$ cat src/rtl/number_sprite_fetch.sv
// number_sprite_fetch
//   Maps the VGA beam position onto a SPRITE_W x SPRITE_H sprite window,
//   generates the sprite ROM address plus color/number selects, and
//   re-aligns the returned ROM pixel with its beam position so the pixel
//   mux in front of the DAC sees a clean, delayed pixel stream.
//
// Ports
//   clk, rst_n           pixel clock, asynchronous active-low reset
//   hcount, vcount       beam column / line from the VGA timing block
//   video_on             beam inside the visible area
//   x_pos, y_pos         sprite top-left corner (latched once per frame)
//   color_in, number_in  sprite color / digit select (latched once per frame)
//   rom_addr             registered sprite ROM address
//   rom_color            registered color select to the ROM
//   rom_number           registered digit select to the ROM
//   rom_data             ROM pixel, valid ROM_LAT cycles after rom_addr
//   pixel_out            output pixel, 2+ROM_LAT cycles after the beam sample
//   pixel_valid          video_on delayed to line up with pixel_out
module number_sprite_fetch #(
  parameter int          SPRITE_W = 30,
  parameter int          SPRITE_H = 30,
  parameter int          ADDR_W   = 10,
  parameter int          ROM_LAT  = 1,
  parameter int          H_ACTIVE = 640,
  parameter int          V_ACTIVE = 480,
  parameter logic [7:0]  TRANSP   = 8'h00,
  parameter logic [7:0]  BG_COLOR = 8'h00
) (
  input  logic              clk,
  input  logic              rst_n,
  input  logic [9:0]        hcount,
  input  logic [9:0]        vcount,
  input  logic              video_on,
  input  logic [9:0]        x_pos,
  input  logic [9:0]        y_pos,
  input  logic [1:0]        color_in,
  input  logic [1:0]        number_in,
  output logic [ADDR_W-1:0] rom_addr,
  output logic [1:0]        rom_color,
  output logic [1:0]        rom_number,
  input  logic [7:0]        rom_data,
  output logic [7:0]        pixel_out,
  output logic              pixel_valid
);

  localparam logic [10:0]       W11     = 11'(SPRITE_W);
  localparam logic [10:0]       H11     = 11'(SPRITE_H);
  localparam logic [10:0]       HA11    = 11'(H_ACTIVE);
  localparam logic [10:0]       VA11    = 11'(V_ACTIVE);
  localparam logic [9:0]        V_LATCH = 10'(V_ACTIVE);
  localparam logic [ADDR_W-1:0] W_A     = ADDR_W'(SPRITE_W);
  localparam logic [ADDR_W-1:0] ONE_A   = ADDR_W'(1);

  typedef enum logic [1:0] {IDLE, WAIT, FETCH, DONE} state_t;

  // Frame-stable copies of the sprite placement/selection.
  logic [9:0]        sx_sh, sy_sh;
  logic [1:0]        color_sh, number_sh;

  logic [ADDR_W-1:0] row_base, col;
  logic [ADDR_W-1:0] row_cur, col_cur;
  logic [10:0]       h11, v11, sx11, sy11, sx_end11, sy_end11;
  logic              in_cols, in_rows, in_active, hit;
  logic              line_first, line_inner;
  state_t            state;

  logic [ROM_LAT:0]  hit_p, vid_p;

  // Transparent texels and anything outside the sprite fall back to the
  // background inside the video area and to black in blanking.
  function automatic logic [7:0] pick_pixel(input logic       hit_d,
                                            input logic       vid_d,
                                            input logic [7:0] texel);
    if (hit_d && (texel != TRANSP)) return texel;
    else if (vid_d)                 return BG_COLOR;
    else                            return 8'h00;
  endfunction

  // Window compares are widened to 11 bits so a sprite hanging past
  // column/line 1023 does not wrap around to the left/top edge.
  always_comb begin
    h11        = {1'b0, hcount};
    v11        = {1'b0, vcount};
    sx11       = {1'b0, sx_sh};
    sy11       = {1'b0, sy_sh};
    sx_end11   = sx11 + W11;
    sy_end11   = sy11 + H11;
    in_cols    = (h11 >= sx11) && (h11 < sx_end11);
    in_rows    = (v11 >= sy11) && (v11 < sy_end11);
    in_active  = (h11 < HA11) && (v11 < VA11);
    hit        = in_cols && in_rows && video_on && in_active;
    line_first = (vcount == sy_sh);
    line_inner = (v11 > sy11) && (v11 < sy_end11);
  end

  // Row base and column are resolved combinationally for the current beam
  // sample so the first texel of a line (including sx==0) already sees the
  // updated row base and the cleared column.
  always_comb begin
    row_cur = row_base;
    if (hcount == 10'd0) begin
      if (line_first)      row_cur = '0;
      else if (line_inner) row_cur = row_base + W_A;
    end
    col_cur = (hcount == sx_sh) ? '0 : col;
  end

  always_ff @(posedge clk or negedge rst_n) begin
    if (!rst_n) begin
      sx_sh     <= '0;
      sy_sh     <= '0;
      color_sh  <= '0;
      number_sh <= '0;
    end else if ((hcount == 10'd0) && (vcount == V_LATCH)) begin
      sx_sh     <= x_pos;
      sy_sh     <= y_pos;
      color_sh  <= color_in;
      number_sh <= number_in;
    end
  end

  // Per-line tracker: where the beam is relative to the sprite window.
  always_ff @(posedge clk or negedge rst_n) begin
    if (!rst_n) begin
      state <= IDLE;
    end else if (hcount == 10'd0) begin
      state <= hit ? FETCH : (in_rows ? WAIT : IDLE);
    end else begin
      case (state)
        WAIT: begin
          if (hit)                    state <= FETCH;
          else if (h11 >= sx_end11)   state <= DONE;
        end
        FETCH: begin
          if (!hit)                   state <= DONE;
        end
        default: state <= state;
      endcase
    end
  end

  // Stage p0 -> address stage: ROM request and hit/video delay line entry.
  always_ff @(posedge clk or negedge rst_n) begin
    if (!rst_n) begin
      row_base   <= '0;
      col        <= '0;
      rom_addr   <= '0;
      rom_color  <= '0;
      rom_number <= '0;
      hit_p      <= '0;
      vid_p      <= '0;
    end else begin
      row_base   <= row_cur;
      col        <= hit ? (col_cur + ONE_A) : col_cur;
      if (hit) rom_addr <= row_cur + col_cur;
      rom_color  <= color_sh;
      rom_number <= number_sh;
      hit_p[0]   <= hit;
      vid_p[0]   <= video_on;
      for (int i = 1; i <= ROM_LAT; i++) begin
        hit_p[i] <= hit_p[i-1];
        vid_p[i] <= vid_p[i-1];
      end
    end
  end

  // Output stage: ROM pixel meets its delayed hit/video flags.
  always_ff @(posedge clk or negedge rst_n) begin
    if (!rst_n) begin
      pixel_out   <= '0;
      pixel_valid <= 1'b0;
    end else begin
      pixel_out   <= pick_pixel(hit_p[ROM_LAT], vid_p[ROM_LAT], rom_data);
      pixel_valid <= vid_p[ROM_LAT];
    end
  end

endmodule

$ cat config.mk
export PLATFORM = sky130hd
export DESIGN_NAME = number_sprite_fetch
export DESIGN_NICKNAME = d
export VERILOG_FILES = /design/src/rtl/number_sprite_fetch.sv
export SDC_FILE = /design/constraint.sdc
export NUM_CORES = 1
export LEC_CHECK = 0
export CORE_MARGIN = 2
export CORE_UTILIZATION = 29
export CTS_CLUSTER_DIAMETER = 30
export DETAILED_ROUTE_END_ITERATION = 7
export GPL_ROUTABILITY_DRIVEN = 0
export PLACE_DENSITY = 0.5
export SETUP_SLACK_MARGIN = 0.02
export SLEW_MARGIN = 20
export SYNTH_ARGS = -nofsm -noshare
export SYNTH_HDL_FRONTEND = slang
export SYNTH_SLANG_ARGS = --single-unit
export TNS_END_PERCENT = 1
$ cat constraint.sdc
create_clock -name clk -period 4.99 [get_ports clk]
set_input_delay 0.998 -clock clk [delete_from_list [all_inputs] [get_ports clk]]
set_output_delay 0.998 -clock clk [all_outputs]
set_load 0.01 [all_outputs]
**Word-level counts from Yosys, hierarchy flattened**

Cells that the tools add are included.

- Multiplexer cells: 6
- Equality and inequality tests: 3
- Reductions and logical operators: 11
- Magnitude comparators: 7
- Add/subtract/negate cells: 5

Operators with widths:

| operator | count |
|---|---|
| two-way mux 10 bit | 5 |
| adder 10 x 5 -> 11 bit (second input constant) | 2 |
| less-than comparator 10 x 11 -> 1 bit | 2 |
| equality test 10 bit | 2 |
| greater-or-equal comparator 10 bit | 2 |
| adder 10 x 1 -> 10 bit (second input constant) | 1 |
| adder 10 bit | 1 |
| adder 10 x 5 -> 10 bit (second input constant) | 1 |
| equality test 10 x 9 -> 1 bit (second input constant) | 1 |
| > comparator 10 bit | 1 |
| logical NOT 10 bit | 1 |
| less-than comparator 10 bit (second input constant) | 1 |
| less-than comparator 10 x 9 -> 1 bit (second input constant) | 1 |
| logical AND 1 bit | 9 |
| two-way mux 8 bit | 1 |
| nonzero test 8 bit | 1 |

- Logic and storage cells: 45
- Bits of input ports: 55
- Flip-flop bits (word level): 71
- Output and inout port bits: 23

**Depth between registers and ports, before layout**

Gate-level depths: netlist (run 1).

- Depth after elaboration: 7
- Depth in mapped cells: 22
- Depth with buffers taken out: 21

**Worst setup path after synthesis (run 1)**

OpenSTA, ideal clock, no wires.

- Path kind: in2reg
- Start point: in vcount[9]
- End point: reg rom_addr[6]
- Stages on the path: 16
- Path buffers: 0
- Setup time: 0.125 ns
- Path slack: 0.865 ns
- Data required time: 4.865 ns
- Arrival time: 4.000 ns
- Cell sequence: ha_1 > nand4_1 > or3_1 > and2_1 > o21ai_2 > nor2_1 > xnor2_1 > nand2b_1 > fa_1 > nor2b_1 > o21ai_0 > a21boi_0 > o21ai_0 > nor2b_1 > xnor2_1 > mux2_2

- Word-level cells in the longest chain between the ends: 6
- Elaborated cells between the ends (all ways): 15
- Classes of those cells: add/sub: 1; order compare: 4; eq/ne: 1; mux: 3; reduce/logical: 6

Ends and longest elaborated chain:

| element | line | source |
|---|---|---|
| start: declaration | 32 | `input logic [9:0] vcount,` |
| less-than comparator 10 x 11 -> 1 bit or > comparator 10 bit (tied branches) | 89, 93 |  |
| logical AND 1 bit | 93 | `line_inner = (v11 > sy11) && (v11 < sy_end11);` |
| two-way mux 10 bit | 103 | `else if (line_inner) row_cur = row_base + W_A;` |
| two-way mux 10 bit | 102 | `if (line_first) row_cur = '0;` |
| two-way mux 10 bit | 101 | `if (hcount == 10'd0) begin` |
| adder 10 bit | 155 | `if (hit) rom_addr <= row_cur + col_cur;` |
| end signal: assignment | 155 |  |
| end: declaration | 38 | `output logic [ADDR_W-1:0] rom_addr,` |

Parallel ways exist; a longest one is shown, timed or not.
A chain may end at the register's enable or synchronous reset.

**Worst setup path in the final report (run 1)**

- Start point: in hcount[6]
- End point: reg rom_addr[9]

- Elaborated cells between the ends (all ways): 13
- Classes of those cells: add/sub: 1; order compare: 3; eq/ne: 1; mux: 2; reduce/logical: 6

RTL lines:

| element | line | source |
|---|---|---|
| start: declaration | 31 | `input logic [9:0] hcount,` |
| logical NOT 10 bit | n/a |  |
| two-way mux 10 bit | 101 |  |
| named net row_cur[3] | 61 | `logic [ADDR_W-1:0] row_cur, col_cur;` |
| adder 10 bit | 155 |  |

The timed path passes the listed nets, and every way through them passes these cells.

==> out/metrics.yaml, run 1 <==
dpl.cell_count: 684
numClockSinks: 71
slowest_delay_ps: 570
p_leak_nw: 2.63
cp.required_ps: 5240
p_clk_share_pct: 45.8
reg2reg_from: "sy_sh[1]"
wl_met3_um: 432
dieArea_sq_um: 16200
grt_pass1_wl_mm: 17.2
port_buffers: 77
rsz0062_at_grt: "no"
drv_cap: 0
cts_root_buf: "clkbuf_16"
num_io_pins: 78
grt_usage_pct: 13.3
routed_wl_mm: 9.89
start_util_pct: 29.4
p_int_mw: 1.05
antenna_found_initial: 0
core_area_sq_um: 15000
path_buf_inv: 1
netlist_area_sq_um: 4410
synthFlopType: "dfrtp_1"
die_height_um: 127
p_seq_share_pct: 43.5
synthMuxAreaShare_pct: 8.39
drt_first_pass_iters: 4
tightest_slew_ps: 914
fin_skew_ps: 6.73
drt_iter0_markers: 122
postCtsSetupBuffers: 0
synth_fp_nets: 525
cts_made_buffers: 9
path_clk_slew_ps: 60
critPathSlowestCell: "or4_4"
critPathMaxFanout: 7
clk_latency_ps: 330
viasPerCell: 4.71
synth_seq_cells: 71
power_frac_comb_pct: 10.7
area_growth_pct: 29.8
max_freq_ghz: 0.220
yosysUniqueCellTypes: 52
synth_fa_ha_area_share_pct: 14.9
dp_hpwl_mm: 7.64
wl_met1_mm: 4.80
tns_ps: 0
top_layer: "met4"
p_per_area_nw_per_um2: 238
diodes: 0
synthSimpleGateAreaFrac_pct: 16.8
fin_cells: 699
route.detailed.wl_per_inst_um: 14.2
clockBufferDepth: 2
end_kind: "register"
synth_edf_count: 0
fin_crit_sh_pct: 91.3
crit_family: "simple AND/OR/NAND/NOR gates"
p_sw_mw: 0.314
row_count: 45
hp-class: "reg -> reg"
cts_tree: "done"
fin_ws_ps: 435
grt_pass1_vias: 3544
worstPathCellList: "clkdlybuf4s50_1 > or4_4 > nor4_4 > and2_1 > o21ai_2 > nor3b_1 > xnor2_1 > nor2_1 > ha_1 > nand3_1 > o211ai_1 > o211a_1 > or4_1 > nand3_1 > nand4bb_1 > o211ai_1"
swShare_pct: 23.1
dp_slack_ps: 75.0
min_from: "hit_p[0]"
drc: 0
ys_warn_count: 0
drive_gt1_share_pct: 13.7
slew_headroom_pct: 39.1
vias: 3295
fp.dieW_um: 127
overflow: 0
critPathLaunchType: "input port"
seq_area_frac_synth_pct: 40.2
cts_max_level: 3
finalHoldViolations: 0
worst_ir_drop_vdd_v: 0.000136
synth_top_family_by_area: "simple AND/OR/NAND/NOR gates"
syn_inst: 418
met2_length_mm: 4.53
fin_nets: 614
path_class: "in -> reg"
synth_compound_area_share_pct: 8.45
async_flop_share_pct: 100
avgSynthCellArea_sq_um: 10.6
finalMaxSlewViolations: 0
grt_max_degree: 72
outcome: "completed"
arrival_ps: 4810
synth_xor_area_share_pct: 6.94
fin_crit_ps: 4560
ant_nets: 0
setup_viol: 0
hold_buffers: 0
startpoint: "hcount[6]"
==> layout by cell type, fill, tap and decap left out, types with 3 or more instances in the layout <==
cell             count
dfrtp_1             71
clkdlybuf4s50_1     76
o211ai_1             3
buf_4                9
clkinv_2             3
inv_1               35
and3_1               6
ha_1                51
a21o_1               5
nor2_1              22
nor4_1               4
nor2b_1              5
clkbuf_16            9
nand2b_1             4
nand3_1              9
or3_1                5
and2_1              15
a21oi_1             12
xnor2_1             31
nand4_1             16
o21ai_0              9
nor3_1              12
xor2_1               4
mux2_2              32
nand2_1             20
==> final cells by class <==
type	count	area, sq um
sequential	71	1780
timing repair buffer	85	828
inverter	36	135
clock inverter	6	61.3
multi-input combinational	304	2470
fill	1471	9310
clock buffer	9	225
tap	188	235
==> metrics by stage <==
stage / power (mW) / hold slack, ps / util (%) / instance area [sq um]
final: 1.36 / 347 / 38.1 / 5730
after global routing: 1.44 / 349 / 38.1 / 5730
after CTS: 1.39 / 348 / 38.0 / 5710
after detailed placement: 0.751 / 335 / 36.1 / 5430
after global placement: 0.748 / 332 / 36.1 / 5430
after floorplan: 0.660 / 331 / - / 4410
==> cells in the mapped netlist (all sizes together), types with 3 or more instances <==
cell | instances | area share, %
a21o | 5 | 0.85
a21oi | 12 | 1.4
a31oi | 3 | 0.43
and2 | 15 | 2.1
and3 | 6 | 0.85
buf | 5 | 0.99
dfrtp | 71 | 40
ha | 51 | 14
inv | 36 | 3.1
mux2 | 32 | 8.2
nand2 | 20 | 1.7
nand2b | 4 | 0.57
nand3 | 9 | 1.0
nand4 | 16 | 2.3
nor2 | 23 | 2.0
nor2b | 5 | 0.71
nor3 | 12 | 1.4
nor4 | 7 | 1.7
o211ai | 4 | 0.79
o21ai | 12 | 1.5
or3 | 5 | 0.71
or4 | 3 | 0.60
xnor2 | 31 | 6.2
xor2 | 4 | 0.79
==> cells by family (layout without fill, tap and decap cells) <==
group,Yosys count,after routing
compound gates,52,52
simple gates,132,132
fa+ha+maj,52,52
mux,33,33
flops,71,71
buf+inv,43,136
xor+xnor,35,35
==> worst reg2reg max path, delay by kind of cell, from the launching register on <==
family,cells,cell delay [ps]
buf+inv,1,100
compound gates,6,1160
fa+ha+maj,3,780
xor+xnor,2,260
simple gates,9,1650
flops,1,400
==> power groups by stage <==
stage / Clock [mW] / Combinational, mW / Sequential, mW
2_1_floorplan: 0 / 0.0566 / 0.603
3_3_place_gp: 0 / 0.146 / 0.602
3_5_place_dp: 0 / 0.148 / 0.602
4_1_cts: 0.650 / 0.150 / 0.592
5_1_grt: 0.680 / 0.166 / 0.593
6_report: 0.624 / 0.146 / 0.592
==> worst paths after layout <==
check / depth (start not counted) / slack, ps / to
min in group asynchronous: 1 / 810 / rom_addr[0]
worst max register to register: 21 / 550 / rom_addr[9]
worst min register to register: 0 / 350 / hit_p[1]
worst min-delay path: 0 / 350 / hit_p[1]
worst max-delay path: 16 / 430 / rom_addr[9]
max in group asynchronous: 1 / 3600 / vid_p[1]
==> state kept, by name, indices dropped and copies added (netlist names) <==
register     count
vid_p            2
number_sh        2
hit_p            2
color_sh         2
rom_color        2
pixel_out        8
row_base        10
rom_number       2
sx_sh           10
pixel_valid      1
rom_addr        10
col             10
sy_sh           10
==> what timing repair did <==
action / 4_1_cts / 5_1_grt
resized for setup: 0 / 3
endpoints found under the hold margin: 0 / 0
setup endpoints to repair: 0 / 3
==> per-layer routing <==
metal | global-route usage, % | up-vias
met4 | 3.94 | 0
met2 | 20.8 | 56
met3 | 3.64 | 9
li1 | - | 1660
met5 | 0 | -
met1 | 18.2 | 1570
No activity file was read; power rests on OpenSTA's default activity.
==> run 2, diff against run 1 <==
--- a/config.mk
+++ b/config.mk
@@ -5,13 +5,16 @@
 export SDC_FILE = /design/constraint.sdc
 export NUM_CORES = 1
 export LEC_CHECK = 0
+export CELL_PAD_IN_SITES_DETAIL_PLACEMENT = 1
+export CELL_PAD_IN_SITES_GLOBAL_PLACEMENT = 1
 export CORE_MARGIN = 2
 export CORE_UTILIZATION = 29
 export CTS_CLUSTER_DIAMETER = 30
 export DETAILED_ROUTE_END_ITERATION = 7
 export GPL_ROUTABILITY_DRIVEN = 0
-export PLACE_DENSITY = 0.5
+export PLACE_DENSITY_LB_ADDON = 0.25
 export SETUP_SLACK_MARGIN = 0.02
+export SKIP_LAST_GASP = 1
 export SLEW_MARGIN = 20
 export SYNTH_ARGS = -nofsm -noshare
 export SYNTH_HDL_FRONTEND = slang
==> run 2 against run 1 <==
Combinational power about the same. Routed wire length increased by 11%. Die area unchanged. Sequential power about the same. Hold slack improved by 0.74 ps. Worst setup slack got worse by 51 ps. Power increased by 6.0%. Final cell count increased by 0.14%. Clock power increased by 13%. Largest power group unchanged.
==> out/metrics.yaml, run 2 (same netlist as run 1, synthesis figures left out) <==
cts_made_buffers: 9  # unchanged
fin_nets: 614  # unchanged
fp.dieW_um: 127  # unchanged
r2r-end: "rom_addr[8]"  # was rom_addr[9]
regToRegSetupSlack_ps: 430  # was 550 ps
crit_family: "simple AND/OR/NAND/NOR gates"  # unchanged
critPathSlowestCell: "clkdlybuf4s50_1"  # was or4_4
tightest_slew_ps: 926  # was 914 ps
fin_crit_ps: 4610  # was 4560 ps
dp_hpwl_mm: 8.46  # was 7.64 mm
arrival_ps: 4830  # was 4810 ps
finalMaxSlewViolations: 0  # unchanged
cts_tree: "done"  # unchanged
setup_viol: 0  # unchanged
critPathLaunchType: "input port"  # unchanged
final_common_cell: "clkdlybuf4s50_1"  # unchanged
row_count: 45  # unchanged
startpoint: "vcount[5]"  # was hcount[6]
drive_gt1_share_pct: 14.1  # was 13.7%
viasPerCell: 4.80  # was 4.71
clockBufferDepth: 2  # unchanged
vias: 3361  # was 3295
tns_ps: 0  # unchanged
p_per_area_nw_per_um2: 250  # was 238 nW/um^2
core_area_sq_um: 15000  # unchanged
port_buffers: 77  # unchanged
routed_wl_mm: 11.0  # was 9.89 mm
fin_total_pwr_mw: 1.44  # was 1.36 mW
hp-class: "reg -> reg"  # unchanged
critPathMaxFanout: 7  # unchanged
area_growth_pct: 30.7  # was 29.8%
path_depth: 17  # was 16
p_leak_nw: 2.64  # was 2.63 nW
drv_cap: 0  # unchanged
fin_skew_ps: 8.59  # was 6.73 ps
num_io_pins: 78  # unchanged
ant_nets: 0  # unchanged
route.detailed.wl_per_inst_um: 15.7  # was 14.2 um
grt_usage_pct: 14.8  # was 13.3%
outcome: "completed"  # unchanged
reg2regPathDepth: 21  # unchanged
path_buf_inv: 1  # unchanged
place_area_sq_um: 5430  # unchanged
clk_latency_ps: 340  # was 330 ps
drt_first_pass_iters: 4  # unchanged
postCtsSetupBuffers: 0  # unchanged
dieArea_sq_um: 16200  # unchanged
numClockSinks: 71  # unchanged
drc: 0  # unchanged
cts_root_buf: "clkbuf_16"  # unchanged
finalHoldViolations: 0  # unchanged
reg2reg_from: "sy_sh[1]"  # unchanged
start_util_pct: 29.4  # unchanged
fin_cells: 700  # was 699
antenna_found_initial: 0  # unchanged
slowest_delay_ps: 470  # was 570 ps
die_height_um: 127  # unchanged
endpoint: "rom_addr[8]"  # was rom_addr[9]
crit_path_frequent_cell: "o21ai_0"
max_freq_ghz: 0.217  # was 0.220 GHz
cts_max_level: 3  # unchanged
finalInstanceArea_sq_um: 5770  # was 5730 sq um
end_kind: "register"  # unchanged
grt_max_degree: 72  # unchanged
path_clk_slew_ps: 60  # about the same
grt_pass1_wl_mm: 19.0  # was 17.2 mm
path_class: "in -> reg"  # unchanged
drt_iter0_markers: 92  # was 122
diodes: 0  # unchanged
worst_ir_drop_vdd_v: 0.000146  # was 0.000136 V
slew_headroom_pct: 38.3  # was 39.1%
final_cell_mix: "clkdlybuf4s50_1, dfrtp_1, ha_1"  # unchanged
dpl.cell_count: 684  # unchanged
overflow: 0  # unchanged
fin_crit_sh_pct: 92.3  # was 91.3%
worstPathCellList: "clkdlybuf4s50_1 > ha_1 > nand4_1 > or3_1 > and2_1 > o21ai_2 > nor2_2 > xnor2_1 > nand2b_1 > fa_1 > nor2b_1 > o21ai_0 > a21boi_0 > o21ai_0 > a21oi_1 > xor2_1 > mux2_2"  # was clkdlybuf4s50_1 > or4_4 > nor4_4 > and2_1 > o21ai_2 > nor3b_1 > xnor2_1 > nor2_1 > ha_1 > nand3_1 > o211ai_1 > o211a_1 > or4_1 > nand3_1 > nand4bb_1 > o211ai_1
cp.required_ps: 5210  # was 5240 ps
grt_pass1_vias: 3799  # was 3544
run 2: how the worst min path moves through the flow:
stage	startpoint	end	slack [ps]	depth (start not counted)
6_report	vid_p[1]	pixel_valid	350	0
5_1_grt	vid_p[1]	pixel_valid	360	0
4_1_cts	vid_p[1]	pixel_valid	350	0
3_5_place_dp	vid_p[1]	pixel_valid	340	0
3_3_place_gp	vid_p[1]	pixel_valid	330	0
2_1_floorplan	hit_p[0]	hit_p[1]	330	0
run 2: repair_timing:
item | CTS | global route
hold buffers | 0 | 0
setup endpoints to repair | 0 | 3
resized for setup | 0 | 5
run 2: final cells by class:
cell class / instances / area [sq um]
fill: 1658 / 9270
multi-input combinational: 304 / 2470
sequential: 71 / 1780
timing repair buffer: 85 / 828
tap: 188 / 235
clock buffer: 9 / 225
inverter: 36 / 135
clock inverter: 7 / 96.3
run 2: layer usage:
layer	GRT usage, %	wire [um]	up-vias
met2	24.2	5250	40
met5	0	0	-
met4	3.30	103	0
li1	-	-	1664
met1	20.2	5320	1649
met3	3.31	351	8
run 2: where the power goes:
group          internal (mW)  switching, mW
Sequential             0.586        0.00504
Combinational         0.0784         0.0691
Clock                  0.439          0.266
run 2: worst reg2reg max path, cell delays in order (launching register included):
cell      delay (ps)
dfrtp_1          410
inv_1            110
ha_1             230
and3_1           240
nor3_1           210
xnor2_1          100
ha_1             180
a21o_1           170
a21oi_1          200
nand2_1           80
o21a_1           300
nor2_2           240
xnor2_1          100
nand2b_1         170
fa_1             470
nor2b_1          130
o21ai_0          120
a21boi_0         250
o21ai_0          140
a21oi_1          220
xor2_1           100
mux2_2           270
run 2: stage by stage:
stage	hold WS (ps)	util, %	setup slack [ps]
final	347	38.4	384
after global routing	360	38.4	-0.524
after CTS	350	38.2	224
after detailed placement	337	36.1	1.59
after global placement	332	36.1	74.2
after floorplan	331	-	865
==> run 3, diff against run 2 <==
--- a/config.mk
+++ b/config.mk
@@ -7,13 +7,14 @@
 export LEC_CHECK = 0
 export CELL_PAD_IN_SITES_DETAIL_PLACEMENT = 1
 export CELL_PAD_IN_SITES_GLOBAL_PLACEMENT = 1
+export CORE_ASPECT_RATIO = 1.2
 export CORE_MARGIN = 2
 export CORE_UTILIZATION = 29
 export CTS_CLUSTER_DIAMETER = 30
 export DETAILED_ROUTE_END_ITERATION = 7
 export GPL_ROUTABILITY_DRIVEN = 0
 export PLACE_DENSITY_LB_ADDON = 0.25
-export SETUP_SLACK_MARGIN = 0.02
+export SETUP_SLACK_MARGIN = 0.4
 export SKIP_LAST_GASP = 1
 export SLEW_MARGIN = 20
 export SYNTH_ARGS = -nofsm -noshare
==> run 3 against run 2 <==
Non-clock buffer count is 4 higher. Global-route usage is 0.077 points lower. Worst setup slack better by 150 ps. Clock power fell by 7.4%. Clock skew barely moved. Via count rose by 2.1%. Hold slack worse by 4.7 ps. Routed wire length is 1.1% higher. Register-to-register slack improved by 280 ps. Largest cell class unchanged. Highest routed layer unchanged.
==> out/metrics.yaml, run 3 (same netlist as run 1, synthesis figures left out) <==
reg2regPathDepth: 19  # was 21
port_buffers: 77  # unchanged
cts_max_level: 3  # unchanged
drc: 0  # unchanged
path_clk_slew_ps: 60  # about the same
worstHoldPathCells: 0  # unchanged
antenna_found_initial: 0  # unchanged
start_util_pct: 29.5  # was 29.4%
grt_pass1_wl_mm: 18.5  # was 19.0 mm
p_per_area_nw_per_um2: 237  # was 250 nW/um^2
fp.dieW_um: 117  # was 127 um
place_area_sq_um: 5450  # was 5430 sq um
fin_skew_ps: 8.49  # was 8.59 ps
arrival_ps: 4710  # was 4830 ps
grt_max_degree: 72  # unchanged
final_cell_mix: "clkdlybuf4s50_1, dfrtp_1, ha_1"  # unchanged
overflow: 0  # unchanged
num_io_pins: 78  # unchanged
dp_hpwl_mm: 8.53  # was 8.46 mm
path_depth: 15  # was 17
outcome: "completed"  # unchanged
setup_viol: 0  # unchanged
fin_ws_ps: 538  # was 384 ps
p_leak_nw: 2.65  # was 2.64 nW
final_common_cell: "clkdlybuf4s50_1"  # unchanged
end_kind: "register"  # unchanged
dp_slack_ps: -44.7  # was 1.59 ps
cts_tree: "done"  # unchanged
hp-class: "reg -> reg"  # unchanged
routed_wl_mm: 11.1  # was 11.0 mm
critPathSlowestCell: "or4_4"  # was clkdlybuf4s50_1
drt_iter0_markers: 116  # was 92
p_clk_share_pct: 46.8  # was 48.8%
core_area_sq_um: 15000  # about the same
path_buf_inv: 1  # unchanged
slowest_delay_ps: 570  # was 470 ps
fin_crit_sh_pct: 89.2  # was 92.3%
ant_nets: 0  # unchanged
critPathLaunchType: "input port"  # unchanged
diodes: 0  # unchanged
rsz0062_at_grt: "yes"
viasPerCell: 4.76  # was 4.80
clk_latency_ps: 350  # was 340 ps
p_seq_share_pct: 42.4  # was 41.0%
cts_made_buffers: 9  # unchanged
cts_root_buf: "clkbuf_16"  # unchanged
swShare_pct: 24.3  # was 23.5%
grt_usage_pct: 14.7  # was 14.8%
numClockSinks: 71  # unchanged
hold_buffers: 0  # unchanged
crit_family: "simple AND/OR/NAND/NOR gates"  # unchanged
die_height_um: 139  # was 127 um
fin_nets: 618  # was 614
p_sw_mw: 0.339  # was 0.340 mW
crit_path_frequent_cell: "or4_4"  # was o21ai_0
slew_headroom_pct: 37.8  # was 38.3%
fin_total_pwr_mw: 1.39  # was 1.44 mW
fin_crit_ps: 4450  # was 4610 ps
worstPathCellList: "clkdlybuf4s50_1 > or4_4 > nor4_4 > and2_4 > o21ai_4 > nor3_2 > xnor2_1 > nor2_1 > ha_1 > or3_1 > o211a_1 > or4_4 > nand3_1 > nand4bb_1 > o211ai_1"  # was clkdlybuf4s50_1 > ha_1 > nand4_1 > or3_1 > and2_1 > o21ai_2 > nor2_2 > xnor2_1 > nand2b_1 > fa_1 > nor2b_1 > o21ai_0 > a21boi_0 > o21ai_0 > a21oi_1 > xor2_1 > mux2_2
power_frac_comb_pct: 10.7  # was 10.2%
drt_first_pass_iters: 4  # unchanged
max_freq_ghz: 0.225  # was 0.217 GHz
clockBufferDepth: 2  # unchanged
p_int_mw: 1.06  # was 1.10 mW
worst_ir_drop_vdd_v: 0.000129  # was 0.000146 V
hold_ws_ps: 343  # was 347 ps
dieArea_sq_um: 16200  # about the same
path_class: "in -> reg"  # unchanged
finalHoldViolations: 0  # unchanged
finalInstanceArea_sq_um: 5870  # was 5770 sq um
route.detailed.wl_per_inst_um: 15.5  # was 15.7 um
area_growth_pct: 33.0  # was 30.7%
row_count: 49  # was 45
tightest_slew_ps: 933  # was 926 ps
drive_gt1_share_pct: 17.6  # was 14.1%
postLayoutCoreUtil_pct: 39.3  # was 38.4%
finalMaxSlewViolations: 0  # unchanged
drv_cap: 0  # unchanged
vias: 3430  # was 3361
cp.required_ps: 5250  # was 5210 ps
grt_pass1_vias: 3780  # was 3799
critPathMaxFanout: 7  # unchanged
run 3: cell types whose count changed in the layout (fill, tap and decap cells not counted), moves of 2 or more:
cell and change:
ha_2 +2, nor3b_2 +2, o21ai_0 -3, ha_1 -2
buf_4 +4, or4_4 +2, nor3_1 -3, or4_1 -2
nor3_2 +3, nor3b_1 -2, o21ai_1 +3
run 3: metrics by stage:
step | TNS, ps | cells
6_report | 0 | 720
4_1_cts | 0 | 716
3_5_place_dp | -72.8 | 700
2_1_floorplan | 0 | 418
3_3_place_gp | 0 | 700
5_1_grt | 0 | 720
run 3: per-layer routing:
layer	GRT usage [%]	routed length, um	share of wire (%)	vias to the layer above
met5	0	0	0	-
met4	7.80	322	2.9	0
met3	2.53	277	2.5	17
met2	25.2	5780	52	43
met1	17.3	4760	43	1696
li1	-	-	-	1674
run 3: repair_timing:
action / in CTS / in global routing
resized for setup: 2 / 25
cloned: 0 / 0
setup endpoints to repair: 3 / 3
buffers inserted: 0 / 4
pin swaps: 0 / 10
run 3: worst paths after layout:
| path | slack [ps] | from | end |
|---|---|---|---|
| worst max-delay path | 540 | hcount[1] | rom_addr[9] |
| worst min-delay path | 340 | vid_p[0] | vid_p[1] |
| worst max register to register | 710 | sy_sh[3] | rom_addr[9] |
| worst min register to register | 340 | vid_p[0] | vid_p[1] |
| max in group asynchronous | 3590 | rst_n | row_base[3] |
| min in group asynchronous | 790 | rst_n | sx_sh[1] |
run 3: power by group through the flow:
stage / Sequential (mW) / Combinational [mW] / Clock, mW
6_report: 0.592 / 0.150 / 0.653
5_1_grt: 0.593 / 0.169 / 0.698
4_1_cts: 0.592 / 0.150 / 0.675
3_5_place_dp: 0.603 / 0.148 / 0
3_3_place_gp: 0.602 / 0.146 / 0
2_1_floorplan: 0.603 / 0.0566 / 0
run 3: worst register-to-register path, cell delays in order (launching register included):
cell and delay, ps:
dfrtp_1 430, nor4_1 320, buf_4 180, nor2_1 60
xnor2_1 130, ha_1 300, a21o_1 160, a21oi_1 200
nand2_1 70, o21a_2 290, nor3_2 240, xnor2_1 150
nor2_1 90, ha_1 260, or3_1 320, o211a_1 260
or4_4 430, nand3_1 100, nand4bb_1 100, o211ai_1 110
run 3: cell type report:
cell class / instances / area [sq um]
clock buffers: 10 / 229
clock inverters: 6 / 68.8
fillers: 1729 / 9090
inverters: 36 / 135
multi-input cells: 304 / 2550
flip-flops and latches: 71 / 1780
well taps: 204 / 255
repair buffers: 89 / 858
